File: config.mk
export PLATFORM = sky130hd
export DESIGN_NAME = instr_fetch_unit
export DESIGN_NICKNAME = d
export VERILOG_FILES = /design/src/rtl/if_pkg.sv /design/src/rtl/if_skid_buf.sv /design/src/rtl/instr_fetch_unit.sv
export SDC_FILE = /design/constraint.sdc
export NUM_CORES = 1
export LEC_CHECK = 0
export CAP_MARGIN = 25
export CORE_MARGIN = 1.5
export CORE_UTILIZATION = 50
export DETAILED_ROUTE_END_ITERATION = 16
export PLACE_DENSITY = 0.78
export SLEW_MARGIN = 25
export SYNTH_ARGS = -nofsm -noshare
export SYNTH_HDL_FRONTEND = slang
export SYNTH_SLANG_ARGS = --single-unit
File: constraint.sdc
create_clock -name clk_i -period 2.2 [get_ports clk_i]
set_clock_uncertainty 0.1 [all_clocks]
set_input_delay 0.33 -clock clk_i [delete_from_list [all_inputs] [get_ports clk_i]]
set_output_delay 0.33 -clock clk_i [all_outputs]
set_load 0.005 [all_outputs]
File: src/rtl/if_pkg.sv
// Shared types and constants for the instruction fetch unit.
// IF_MISALIGN_CHK_EN adds the TRAP state used for misaligned redirect targets.
package if_pkg;

`ifdef IF_MISALIGN_CHK_EN
  typedef enum logic [2:0] {ST_FETCH, ST_WAIT, ST_HOLD, ST_DRAIN, ST_TRAP} if_state_e;
`else
  typedef enum logic [2:0] {ST_FETCH, ST_WAIT, ST_HOLD, ST_DRAIN} if_state_e;
`endif

  localparam logic [31:0] NOP_INSTR   = 32'h0000_0013;
  localparam int unsigned PC_INC      = 4;
  localparam logic [31:0] IF_RESET_PC = 32'h0000_0000;

endpackage

File: src/rtl/if_skid_buf.sv
// IF/ID output slot plus one-entry skid buffer; a parked word is promoted
// into the slot in the same cycle the slot is consumed.
module if_skid_buf #(
  parameter int XLEN = 32
) (
  input  logic            clk_i,
  input  logic            rst_i,
  input  logic            load_i,
  input  logic            park_i,
  input  logic            consume_i,
  input  logic            flush_i,
  input  logic [31:0]     rdata_i,
  input  logic [XLEN-1:0] pc_i,
  output logic [31:0]     instr_o,
  output logic [XLEN-1:0] pc_o,
  output logic            valid_o
);

  logic [31:0]     slot_instr_q, slot_instr_d;
  logic [XLEN-1:0] slot_pc_q, slot_pc_d;
  logic            slot_vld_q, slot_vld_d;
  logic [31:0]     buf_instr_q, buf_instr_d;
  logic [XLEN-1:0] buf_pc_q, buf_pc_d;
  logic            buf_vld_q, buf_vld_d;

  always_comb begin
    slot_instr_d = slot_instr_q;
    slot_pc_d    = slot_pc_q;
    slot_vld_d   = slot_vld_q;
    buf_instr_d  = buf_instr_q;
    buf_pc_d     = buf_pc_q;
    buf_vld_d    = buf_vld_q;
    if (flush_i) begin
      slot_vld_d = 1'b0;
      buf_vld_d  = 1'b0;
    end else begin
      if (load_i) begin
        slot_instr_d = rdata_i;
        slot_pc_d    = pc_i;
        slot_vld_d   = 1'b1;
      end else if (consume_i && buf_vld_q) begin
        slot_instr_d = buf_instr_q;
        slot_pc_d    = buf_pc_q;
        buf_vld_d    = 1'b0;
      end else if (consume_i) begin
        slot_vld_d = 1'b0;
      end
      if (park_i) begin
        buf_instr_d = rdata_i;
        buf_pc_d    = pc_i;
        buf_vld_d   = 1'b1;
      end
    end
  end

  always_ff @(posedge clk_i) begin
    if (!rst_i) begin
      slot_instr_q <= '0;
      slot_pc_q    <= '0;
      slot_vld_q   <= 1'b0;
      buf_instr_q  <= '0;
      buf_pc_q     <= '0;
      buf_vld_q    <= 1'b0;
    end else begin
      slot_instr_q <= slot_instr_d;
      slot_pc_q    <= slot_pc_d;
      slot_vld_q   <= slot_vld_d;
      buf_instr_q  <= buf_instr_d;
      buf_pc_q     <= buf_pc_d;
      buf_vld_q    <= buf_vld_d;
    end
  end

  assign instr_o = slot_instr_q;
  assign pc_o    = slot_pc_q;
  assign valid_o = slot_vld_q;

endmodule

File: src/rtl/instr_fetch_unit.sv
// Fetch stage: PC, one-outstanding imem requests, redirect handling, IF/ID slot.
// IF_MISALIGN_CHK_EN adds fetch_misalign_o and a TRAP state for misaligned redirect targets.
module instr_fetch_unit
  import if_pkg::*;
#(
  parameter int              XLEN     = 32,
  parameter logic [XLEN-1:0] RESET_PC = XLEN'(IF_RESET_PC)
) (
  input  logic            clk_i,
  input  logic            rst_i,
  output logic            imem_req_o,
  output logic [XLEN-1:0] imem_addr_o,
  input  logic            imem_rvalid_i,
  input  logic [31:0]     imem_rdata_i,
  input  logic            stall_i,
  input  logic            redirect_i,
  input  logic [XLEN-1:0] redirect_pc_i,
  output logic [31:0]     instr_o,
  output logic [XLEN-1:0] pc_o,
  output logic [XLEN-1:0] pc_plus4_o,
  output logic            instr_valid_o
`ifdef IF_MISALIGN_CHK_EN
  ,output logic           fetch_misalign_o
`endif
);

  if_state_e       state_q, state_d;
  logic [XLEN-1:0] pc_q, pc_d;
  logic [XLEN-1:0] redir_tgt;
  if_state_e       drain_exit_st, redir_exit_st;
  logic            consume, load, park, flush, busy;

`ifdef IF_MISALIGN_CHK_EN
  assign redir_tgt        = redirect_pc_i;
  // pc_q keeps the raw target, so a pending misaligned redirect is visible after the drain.
  assign drain_exit_st    = (|pc_q[1:0]) ? ST_TRAP : ST_FETCH;
  assign redir_exit_st    = (|redirect_pc_i[1:0]) ? ST_TRAP : ST_FETCH;
  assign fetch_misalign_o = (state_q == ST_TRAP);
`else
  logic unused_redir_lsb;
  assign redir_tgt        = {redirect_pc_i[XLEN-1:2], 2'b00};
  assign drain_exit_st    = ST_FETCH;
  assign redir_exit_st    = ST_FETCH;
  assign unused_redir_lsb = ^redirect_pc_i[1:0];
`endif

  assign consume     = instr_valid_o && !stall_i;
  assign imem_addr_o = {pc_q[XLEN-1:2], 2'b00};
  assign pc_plus4_o  = pc_o + XLEN'(PC_INC);

  always_comb begin
    state_d    = state_q;
    pc_d       = pc_q;
    load       = 1'b0;
    park       = 1'b0;
    flush      = 1'b0;
    busy       = 1'b0;
    imem_req_o = 1'b0;
    case (state_q)
      ST_FETCH: begin
        imem_req_o = rst_i;
        state_d    = ST_WAIT;
      end
      ST_WAIT: begin
        if (imem_rvalid_i) begin
          pc_d = pc_q + XLEN'(PC_INC);
          if (!instr_valid_o || consume) begin
            load    = 1'b1;
            state_d = ST_FETCH;
          end else begin
            park    = 1'b1;
            state_d = ST_HOLD;
          end
        end
      end
      ST_HOLD: begin
        if (consume) state_d = ST_FETCH;
      end
      ST_DRAIN: begin
        if (imem_rvalid_i) state_d = drain_exit_st;
      end
`ifdef IF_MISALIGN_CHK_EN
      ST_TRAP: state_d = ST_TRAP;
`endif
      default: state_d = ST_FETCH;
    endcase

    // A request still in flight must be drained before fetching the new target.
    if (redirect_i) begin
      load    = 1'b0;
      park    = 1'b0;
      flush   = 1'b1;
      pc_d    = redir_tgt;
      busy    = (state_q == ST_FETCH) ||
                (((state_q == ST_WAIT) || (state_q == ST_DRAIN)) && !imem_rvalid_i);
      state_d = busy ? ST_DRAIN : redir_exit_st;
    end
  end

  always_ff @(posedge clk_i) begin
    if (!rst_i) begin
      state_q <= ST_FETCH;
      pc_q    <= RESET_PC;
    end else begin
      state_q <= state_d;
      pc_q    <= pc_d;
    end
  end

  if_skid_buf #(.XLEN(XLEN)) u_skid (
    .clk_i     (clk_i),
    .rst_i     (rst_i),
    .load_i    (load),
    .park_i    (park),
    .consume_i (consume),
    .flush_i   (flush),
    .rdata_i   (imem_rdata_i),
    .pc_i      (pc_q),
    .instr_o   (instr_o),
    .pc_o      (pc_o),
    .valid_o   (instr_valid_o)
  );

endmodule
# After elaboration in Yosys (flattened, before gate mapping)
# Cells that the tools add are included.
# W data, S select, Z words.
[word_totals]
wordCells = 75
ff_bits = 165
out_inout_bits = 130
input_bits = 69
[op_classes]
muxes = 30
n_reduce_logical = 24
n_eq_ne = 8
n_bitwise = 2
add_sub_neg = 2
[op_table]
columns = ["op", "n"]
rows = [
  ["$mux W32", 7],
  ["$add A32 B3 Y32 const B", 2],
  ["$mux W1", 16],
  ["$mux W3", 4],
  ["$pmux W3 S4", 1],
  ["$reduce_and A2 Y1", 6],
  ["$reduce_bool A2 Y1", 5],
  ["$ne A3 B3 Y1 const B", 3],
  ["$eq A3 B2 Y1 const B", 2],
  ["$mux W2", 2],
  ["$reduce_or A2 Y1", 2],
  ["$eq A3 B1 Y1 const B", 1],
  ["$logic_and A1 B1 Y1", 3],
  ["$logic_not A1 Y1", 3],
  ["$logic_not A3 Y1", 1],
  ["$logic_or A1 B1 Y1", 3],
  ["$reduce_and A3 Y1", 1],
  ["$ne A2 B1 Y1 const B", 1],
  ["$ne A2 B2 Y1 const B", 1],
  ["$not A1 Y1", 2],
]

# Depth between registers and ports, before layout
# Gate-level depths: netlist of run 1.
[depth]
word_depth = 9
ltp_mapped = 7

# Cells and area by module
# Synthesis of run 1 repeated with hierarchy kept, for this count alone.
[unflattened]
hier_cells = 981
area_unflattened_um2 = 8217.9
[modules_own_cells]
columns = ["mod", "cells_each", "instances", "area_each_um2", "seq_area_each_um2"]
rows = [
  ["if_skid_buf", 652, 1, 5724.2, 2602.5],
  ["instr_fetch_unit", 329, 1, 2493.6, 640.6],
]

# Worst setup path before layout of run 1
# OpenSTA, ideal clock, no wires.
[synth_path]
path_type = "register -> output"
startpoint = "register u_skid.slot_pc_q[9] (netlist: u_skid.pc_o[9])"
endpoint = "output pc_plus4_o[30]"
stages_incl_launch_ff = 7
slack_ps = 176
t_required_ps = 1770
arrival_time_ps = 1594
path_cell_list = "dfxtp_1 clkbuf_1 nand3_1 or2_2 clkbuf_1 nor4_1 xnor2_1"
[synth_between]
elab_chain_len = 1
[synth_rtl]
columns = ["element", "line_no", "text"]
rows = [
  ["start, declared", "if_skid_buf.sv:20", "logic [XLEN-1:0] slot_pc_q, slot_pc_d;"],
  ["start signal, assigned", "if_skid_buf.sv:66", "slot_pc_q <= slot_pc_d;"],
  ["$add A32 B3 Y32", "instr_fetch_unit.sv:49", "assign pc_plus4_o = pc_o + XLEN'(PC_INC);"],
  ["end, declared", "instr_fetch_unit.sv:20", "output logic [XLEN-1:0] pc_plus4_o,"],
]
# Every way passes these cells.

# Final worst setup path of run 1
[layout_path]
startpoint = "register u_skid.slot_pc_q[3] (netlist: u_skid.pc_o[3])"
endpoint = "output pc_plus4_o[12]"
# The elaborated chain is that of the path after synthesis.

==> impl_metrics.json, run 1 <==
{
  "nNetsFinal": 1237,
  "setup_ws_ns": -0.1749,
  "min_to": "u_skid.pc_o[31]",
  "finalCritPeriodShare_pct": 108.0,
  "vdd_drop_max_mv": 0.5383,
  "rsz0062_at_grt": "true",
  "hpwl_um": 15410,
  "cts-hold-fix-buffers": 0,
  "gp_congestion": 0.8738,
  "cp_max_fo": 3,
  "yosysUniqueCellTypes": 56,
  "synth_edf_count": 0,
  "setup_violations": 18,
  "dpl_cell_area_mm2": 0.01059,
  "grt_start_max_net_pins": 99,
  "areaGrowthSynthToFinish_pct": 45.37,
  "final_area_mm2": 0.01144,
  "failed_checks": "setup timing",
  "synth_top_area_share_pct": 40.18,
  "dr_total_vias": 7746,
  "r2r_slack_ns": 0.10,
  "antennaDiodeCount": 0,
  "total_power_mw": 6.935,
  "layout_common_cells": "nand2_1, clkdlybuf4s50_1, dfxtp_1",
  "yosysTopAreaCell": "dfxtp_1",
  "cp-start-kind": "register",
  "num_rows": 45,
  "core_area_mm2": 0.01531,
  "synth_area_mm2": 0.007871,
  "route.detailed.drc": 0,
  "whs_ns": 0.3585,
  "antenna_found_initial": 0,
  "grt_pass1_vias": 7381,
  "min_from": "rst_i",
  "final_hold_viol_count": 0,
  "cts_buffers": 17,
  "synth-main-ff-cell": "dfxtp_1",
  "fmax_mhz": 421.1,
  "grt_usage_pct": 28.20,
  "p_switching_mw": 1.640,
  "netlist_instances": 915,
  "crit_arrival_ns": 1.94,
  "critPathCaptureType": "primary output",
  "clock_sinks": 158,
  "multi_input_area_mm2": 0.004549,
  "synthTopCellsByArea": "dfxtp_1, nand2_1, o211a_1, mux2i_1, a21boi_0",
  "cts_tree": "yes",
  "required_ns": 1.77,
  "port_buffers": 190,
  "power.density_mw_per_mm2": 606.1,
  "hold_class": "in -> reg",
  "yosysWarnings": 0,
  "wl_per_cell_um": 16.94,
  "insertion_delay_ns": 0.41,
  "start_util_pct": 51.40,
  "worstReg2RegStart": "pc_q[3]",
  "syn_area_per_cell_um2": 8.603,
  "final_max_slew_viol_count": 0,
  "p_int_mw": 5.295,
  "drt_first_iter_violations": 528,
  "rr_endpoint": "pc_q[22]",
  "regArea_mm2": 0.003181,
  "cts-htree-levels": 4,
  "wl_um": 23530,
  "fillers": 1150,
  "dieArea_mm2": 0.01650,
  "min_period_ns": 2.375,
  "synth-seq-cells": 158,
  "async_reset_ff_share_pct": 0,
  "power_frac_seq_pct": 44.2,
  "comb_power_share_pct": 13.8,
  "clk_pin_slew_ns": 0.06,
  "whs_path_depth": 3,
  "status": "complete, but fails checks",
  "clock_power_share_pct": 41.9,
  "root_buffer": "clkbuf_16",
  "yosysSeqAreaShare_pct": 40.18,
  "reg2reg_depth": 5,
  "grt.overflow.total": 0,
  "drtPass1Iterations": 5,
  "startpoint": "u_skid.pc_o[3]",
  "leakagePower_nw": 5.123,
  "drv_cap": 0,
  "final_common_cell": "nand2_1",
  "boundaryPins": 199,
  "p_sw_share_pct": 23.65,
  "crit_type": "reg -> out",
  "routed_via_density": 5.577,
  "die_h_um": 128.5,
  "drive_gt1_share_pct": 18.76,
  "antenna_left": 0,
  "clock_path_buffers": 2,
  "die_width_um": 128.5,
  "grt_pass1_wl_um": 37340
}
-- per-layer routing --
layer	up-vias	share of wire (%)	global-route usage [%]
met2	257	50	49.65
met3	32	5.6	5.239
met4	0	2.0	9.980
li1	3746	-	-
met5	-	0	0
met1	3711	42	34.58
-- power groups by stage --
stage | Clock, mW | Sequential, mW | Combinational [mW]
global placement | 0 | 3.12 | 0.943
global route | 3.07 | 3.08 | 1.04
detailed placement | 0 | 3.12 | 0.958
finish | 2.91 | 3.07 | 0.960
floorplan | 0 | 3.13 | 0.381
CTS | 2.92 | 3.06 | 0.956
-- flip-flops by register name, indices dropped and copies added (netlist names) --
name / cells
u_skid.valid_o: 1
u_skid.instr_o: 32
u_skid.buf_instr_q: 32
state_q: 2
u_skid.pc_o: 30
pc_q: 30
u_skid.buf_vld_q: 1
u_skid.buf_pc_q: 30
-- layout make-up --
class | count | area share (%)
repair buffers | 313 | 24.86
clock buffers | 25 | 4.330
multi-input cells | 669 | 39.76
well taps | 211 | 2.307
inverters | 7 | 0.2296
clock inverters | 6 | 0.7217
flip-flops and latches | 158 | 27.80
-- metrics by stage --
stage / utilization [%] / worst slack, ns / cells / setup TNS, ns
5_1_grt: 74.71 / -0.2423 / 1389 / -3.732
4_1_cts: 74.50 / -0.1334 / 1386 / -1.293
2_1_floorplan: - / 0.1755 / 920 / 0
6_report: 74.71 / -0.1749 / 1389 / -1.627
3_5_place_dp: 69.17 / -0.2135 / 1340 / -10.31
3_3_place_gp: 69.17 / -0.1636 / 1340 / -6.642
-- worst max-delay path, stage by stage, from the launching register on --
cell,delay (ns)
dfxtp_4,0.37
ha_4,0.13
and3_4,0.19
buf_4,0.10
nand4_1,0.21
nor2_1,0.21
xor2_1,0.18
buf_2,0.14
-- cell usage after synthesis, types with 6 or more instances --
master	instances
dfxtp_1	158
nand2_1	210
o211a_1	68
and4_1	9
clkbuf_1	56
nor3_1	13
and3_1	11
xnor2_1	21
inv_1	7
o21ai_0	26
or3_1	7
nand4_1	24
buf_4	6
a21boi_0	63
a21oi_1	10
a31oi_1	7
xor2_1	18
mux2i_1	60
nand3_1	25
or4_1	7
buf_2	19
nor4_1	9
nor2_1	16
-- what timing repair did --
action	4_1_cts	5_1_grt
setup endpoints to repair	25	28
buffers inserted	16	3
pin swaps	32	15
gates resized for setup	137	15
cloned	0	0
-- worst max path at each step --
| stage | endpoint | slack (ns) | depth (start not counted) |
|---|---|---|---|
| after floorplan | pc_plus4_o[30] | 0.18 | 6 |
| after global placement | pc_plus4_o[26] | -0.16 | 7 |
| after detailed placement | pc_plus4_o[24] | -0.21 | 7 |
| after CTS | pc_plus4_o[12] | -0.13 | 7 |
| after global routing | pc_plus4_o[12] | -0.24 | 7 |
| final | pc_plus4_o[12] | -0.17 | 7 |
-- kinds of logic after synthesis --
family / synth area share, %
compound gates: 19.89
xor+xnor: 4.340
fa+ha+maj: 0.3179
buf+inv: 5.039
flops: 40.18
mux: 7.630
other cells: 0.04764
simple gates: 22.56
No activity file was read; power rests on OpenSTA's default activity.
==> inputs of run 2 (changes only) <==
--- a/config.mk
+++ b/config.mk
@@ -7,10 +7,10 @@
 export LEC_CHECK = 0
 export CAP_MARGIN = 25
 export CORE_MARGIN = 1.5
-export CORE_UTILIZATION = 50
+export CORE_UTILIZATION = 64
 export DETAILED_ROUTE_END_ITERATION = 16
-export PLACE_DENSITY = 0.78
-export SLEW_MARGIN = 25
+export DONT_BUFFER_PORTS = 1
+export PLACE_DENSITY = 0.8
 export SYNTH_ARGS = -nofsm -noshare
 export SYNTH_HDL_FRONTEND = slang
 export SYNTH_SLANG_ARGS = --single-unit
==> impl_metrics.json, run 2 (synthesis gave the netlist of run 1 again) <==
{
  "wl_met3_um": 2349,
  "required_ns": 1.77,
  "fin_setup_tns_ns": -1.286,
  "final_hold_viol_count": 0,
  "power.density_mw_per_mm2": 682.4,
  "setup_ws_ns": -0.1922,
  "insertion_delay_ns": 0.43,
  "comb_power_share_pct": 10.1,
  "grt_start_max_net_pins": 170,
  "hpwl_um": 13980,
  "fillers": 711,
  "worstReg2RegStart": "pc_q[7]",
  "cts_buffers": 17,
  "cpPeakStageDelay_ns": 0.40,
  "layout_common_cells": "nand2_1, dfxtp_1, o211a_1, dlygate4sd3_1, buf_4",
  "clock_path_buffers": 2,
  "crit_type": "reg -> out",
  "whs_ns": 0.01874,
  "hold_class": "in -> reg",
  "crit_slowest_cell": "dfxtp_4",
  "start_util_pct": 65.53,
  "num_rows": 40,
  "min_from": "rst_i",
  "drive_gt1_share_pct": 17.39,
  "routed_via_density": 6.503,
  "status": "complete, but fails checks",
  "drt_first_iter_violations": 807,
  "areaGrowthSynthToFinish_pct": 29.61,
  "crit_arrival_ns": 1.96,
  "p_int_mw": 5.277,
  "antenna_left": 0,
  "port_buffers": 0,
  "leakagePower_nw": 4.542,
  "nNetsFinal": 1076,
  "p_sw_share_pct": 24.20,
  "clock_sinks": 158,
  "cts-htree-levels": 4,
  "boundaryPins": 199,
  "p_switching_mw": 1.685,
  "crit_buf_inv": 1,
  "power_frac_seq_pct": 44.3,
  "clk_pin_slew_ns": 0.06,
  "dr_total_vias": 7596,
  "fmax_mhz": 418.0,
  "routed.top_layer": "met5",
  "cts_tree": "yes",
  "vdd_drop_max_mv": 0.6049,
  "final_common_cell": "nand2_1",
  "failed_checks": "setup timing",
  "grt_pass1_wl_um": 35640,
  "final_max_slew_viol_count": 0,
  "post-route-util_pct": 84.94,
  "drv_cap": 0,
  "drtPass1Iterations": 5,
  "gp_congestion": 0.8532,
  "met1Wirelength_um": 8997,
  "cp-start-kind": "register",
  "antenna_found_initial": 2,
  "crit_family": "simple AND/OR/NAND/NOR gates",
  "path_cells": "ha_4, and3_4, nand3_4, buf_12, nor4_4, xor2_1",
  "finalCritPeriodShare_pct": 108.7,
  "wl_um": 24270,
  "die_width_um": 113.9,
  "route.detailed.drc": 0,
  "die_h_um": 113.9,
  "rsz0062_at_grt": "true",
  "wl_per_cell_um": 20.77,
  "dieArea_mm2": 0.01297,
  "critPathCaptureType": "primary output",
  "root_buffer": "clkbuf_16",
  "core_area_mm2": 0.01201,
  "clock_power_share_pct": 45.6,
  "grt.overflow.total": 0,
  "grt_pass1_vias": 7241,
  "setup_violations": 14,
  "startpoint": "u_skid.pc_o[2]",
  "grt_usage_pct": 34.79,
  "min_period_ns": 2.392,
  "cp_max_fo": 7,
  "wl_met2_um": 12050
}
==> run 2: changes by cell type in the layout (fill, tap and decap cells not counted), sizes merged, moves of 2 or more <==
cell / previous run / this run
buf: 146 / 84
dlymetal6s2s: 2 / 0
dlygate4sd3: 0 / 68
clkbuf: 27 / 20
clkinvlp: 1 / 5
clkdlybuf4s50: 162 / 0
bufinv: 2 / 4
diode: 0 / 3
==> run 2: final cells by class <==
class,count,area [µm²],area share [%]
Inverter,7,26.28,0.2575
Sequential cell,158,3197,31.33
Multi-Input combinational cell,669,4668,45.76
Tap cell,147,183.9,1.803
Timing Repair Buffer,152,1479,14.50
Antenna cell,3,7.507,0.07358
Clock buffer,20,456.7,4.476
Clock inverter,12,183.9,1.803
==> run 2: worst paths after layout <==
check                        endpoint  slack [ns]  cells after the start
setup / recovery       pc_plus4_o[24]       -0.19                      6
hold / removal               pc_q[16]        0.02                      2
setup reg to reg             pc_q[24]        0.10                      5
hold reg to reg   u_skid.buf_pc_q[17]        0.37                      2
==> run 2: power groups by stage <==
| stage | logic, mW | clock network, mW | registers, mW |
|---|---|---|---|
| 3_3_place_gp | 0.478 | 0 | 3.13 |
| 2_1_floorplan | 0.381 | 0 | 3.13 |
| 6_report | 0.701 | 3.17 | 3.09 |
| 3_5_place_dp | 0.501 | 0 | 3.14 |
| 5_1_grt | 0.756 | 3.32 | 3.10 |
| 4_1_cts | 0.625 | 3.18 | 3.08 |
==> run 2: routing by layer <==
metal	vias up	global-route usage, %
met5	-	0
met4	2	15.92
met3	78	10.04
met2	434	60.36
met1	3652	39.67
li1	3430	-
==> run 2: what timing repair did <==
action | CTS | global route
setup buffers | 4 | 10
gates resized for setup | 41 | 45
pin swaps | 22 | 26
setup endpoints to repair | 22 | 26
hold endpoints to repair | 155 | 87
hold buffers | 67 | 3
==> run 2: through the flow <==
step	setup WS [ns]	cells	cell area, µm²	power, mW
after floorplan	0.1755	920	7890	3.508
after global placement	0.1088	1049	8317	3.608
after detailed placement	0.01343	1049	8317	3.638
after CTS	-0.1144	1152	9833	6.886
after global routing	-0.3239	1165	10190	7.175
final	-0.1922	1168	10200	6.962
==> inputs of run 3 (changes only) <==
--- a/config.mk
+++ b/config.mk
@@ -10,7 +10,9 @@
 export CORE_UTILIZATION = 64
 export DETAILED_ROUTE_END_ITERATION = 16
 export DONT_BUFFER_PORTS = 1
-export PLACE_DENSITY = 0.8
+export PLACE_DENSITY = 0.92
 export SYNTH_ARGS = -nofsm -noshare
 export SYNTH_HDL_FRONTEND = slang
+export SYNTH_HIERARCHICAL = 1
 export SYNTH_SLANG_ARGS = --single-unit
+export TNS_END_PERCENT = 50
==> impl_metrics.json, run 3 <==
{
  "status": "complete, but fails checks",
  "failed_checks": "setup timing",
  "layout_common_cells": "nand2_1, dfxtp_1, dlygate4sd3_1",
  "cts-htree-levels": 4,
  "dpl.cell_count": 1146,
  "netlist_instances": 981,
  "crit_arrival_ns": 2.13,
  "setup_violations": 25,
  "start_util_pct": 65.39,
  "num_rows": 41,
  "cts_buffers": 17,
  "synth-main-ff-cell": "dfxtp_1",
  "drive_gt1_share_pct": 16.60,
  "crit_slowest_cell": "nor4_4",
  "route.detailed.drc": 0,
  "die_width_um": 116.3,
  "gp_congestion": 0.8294,
  "cpPeakStageDelay_ns": 0.41,
  "clock_sinks": 162,
  "use_met3_pct": 10.53,
  "top_usage_layer": "met2",
  "final_common_cell": "nand2_1",
  "insertion_delay_ns": 0.42,
  "crit_family": "simple AND/OR/NAND/NOR gates",
  "boundaryPins": 199,
  "grtUsageMet2_pct": 60.04,
  "drtPass1Iterations": 5,
  "finalCritPeriodShare_pct": 116.5,
  "path_cells": "nand4_1, nor4_4, buf_6, buf_12, nand3_2, xnor2_1, buf_4",
  "rsz0062_at_grt": "true",
  "clock_path_buffers": 2,
  "yosysTopAreaCell": "dfxtp_1",
  "leakagePower_nw": 3.658,
  "grt_pass1_wl_um": 37710,
  "die_h_um": 116.3,
  "port_buffers": 0,
  "syn_area_per_cell_um2": 8.377,
  "instances_no_fill": 1251,
  "async_reset_ff_share_pct": 0,
  "synth_common_cells": "nand2_1, dfxtp_1, a21boi_0, o211ai_1, o21ai_1",
  "dieArea_mm2": 0.01353,
  "yosysSeqAreaShare_pct": 39.46,
  "vdd_drop_max_mv": 0.4057,
  "cp-start-kind": "register",
  "grt_usage_pct": 36.00,
  "antenna_left": 0,
  "dr_total_vias": 8254,
  "grt_start_max_net_pins": 233,
  "grt.overflow.total": 0,
  "final_area_mm2": 0.01032,
  "dpl_cell_area_mm2": 0.008668,
  "synthTopCellsByArea": "dfxtp_1, nand2_1, a21boi_0, o211ai_1, mux2_1",
  "synth-seq-cells": 162,
  "grt_pass1_vias": 7561,
  "setup_ws_ns": -0.3625,
  "wl_um": 26550,
  "hpwl_um": 13920,
  "routed_via_density": 6.598,
  "yosysUniqueCellTypes": 52,
  "fmax_mhz": 390.2,
  "yosysWarnings": 6,
  "power.density_mw_per_mm2": 628.7,
  "cp_max_fo": 6,
  "grt_util_met1_pct": 41.28,
  "wl_per_cell_um": 21.22,
  "fillers": 700,
  "final_hold_viol_count": 0,
  "antenna_found_initial": 2,
  "min_period_ns": 2.563,
  "synth_most_common_cell": "nand2_1",
  "synth_top_area_share_pct": 39.46,
  "drt_first_iter_violations": 948,
  "root_buffer": "clkbuf_16",
  "nNetsFinal": 1137,
  "cts_tree": "yes",
  "hold_class": "in -> reg",
  "synth_area_mm2": 0.008218,
  "required_ns": 1.77,
  "drv_cap": 0,
  "critPathCaptureType": "primary output",
  "clk_pin_slew_ns": 0.06,
  "final_max_slew_viol_count": 0,
  "core_area_mm2": 0.01257,
  "crit_buf_inv": 3,
  "synth_edf_count": 0,
  "crit_type": "reg -> out",
  "areaGrowthSynthToFinish_pct": 25.56
}
run 3: cell count changes in the layout (fill, tap and decap cells not counted), moves of 8 or more:
cell      delta
o21ai_0     +11
o21ai_1     +60
mux2_1      +38
o31ai_1      +8
a31oi_1      +8
mux2i_1     -59
o211ai_1    +61
o211a_1     -66
or4_1       +10
dfxtp_1     +15
xor2_1      -13
mux2_2      +26
nand2_1      +8
run 3: metal layers:
layer,vias to the layer above,wire (µm)
met3,141,2583
li1,3653,-
met5,-,13
met2,555,12840
met1,3903,9840
met4,2,1275
run 3: repair_timing:
item                                    4_1_cts  5_1_grt
hold endpoints to repair                    158       58
resized for setup                            25       34
hold buffers                                 69        1
pin swaps                                    10       16
endpoints found under the setup margin       21       45
setup buffers                                 1        2
run 3: cells by family (layout without fill, tap and decap cells):
kind of cell	count (synthesis)	in the layout	share of synthesized area [%]
DFF	162	162	39.46
adders and majority gates	2	2	0.3045
and+or+nand+nor	344	344	19.64
AOI/OAI and AO/OA	275	275	21.99
other	1	7	0.04563
xor gates and xnor gates	34	34	3.624
muxes	65	65	8.892
buffers and inverters	98	190	6.045
run 3: cell type report:
cell class	count	area, µm²	share of cell area, %
Antenna cell	1	2.502	0.02425
Multi-Input combinational cell	726	4803	46.55
Inverter	9	33.78	0.3274
Clock buffer	27	503.0	4.875
Tap cell	172	215.2	2.086
Timing Repair Buffer	150	1438	13.93
Sequential cell	162	3251	31.50
Clock inverter	4	72.57	0.7033
run 3: power breakdown:
| group | leakage (nW) | switching [mW] | internal, mW |
|---|---|---|---|
| registers | 1.32 | 0.0505 | 2.98 |
| logic | 2.06 | 0.279 | 0.271 |
| clock network | 0.278 | 1.12 | 1.79 |
run 3: metrics by stage:
step / util [%] / hold slack, ns / TNS (ns) / power, mW / setup WS [ns]
after floorplan: - / 0.3393 / 0 / 3.397 / 0.02094
after global placement: 68.97 / 0.3443 / 0 / 3.441 / 0.02667
after detailed placement: 68.97 / 0.3530 / -0.01065 / 3.454 / -0.01065
after CTS: 80.41 / -0.05928 / -3.239 / 6.444 / -0.2454
after global routing: 82.10 / 0.00004052 / -7.234 / 6.665 / -0.4215
final: 82.10 / 0.02704 / -5.553 / 6.487 / -0.3625
run 3: path summary, 6_finish.rpt:
path / start / to / slack, ns / cells after the start
max: u_skid/pc_o[8] / pc_plus4_o[24] / -0.36 / 7
min reg2reg: u_skid/buf_pc_q[0] / u_skid/buf_pc_q[0] / 0.36 / 2
min: redirect_i / u_skid/instr_o[5] / 0.03 / 2
max reg2reg: pc_q[13] / pc_q[31] / -0.11 / 5
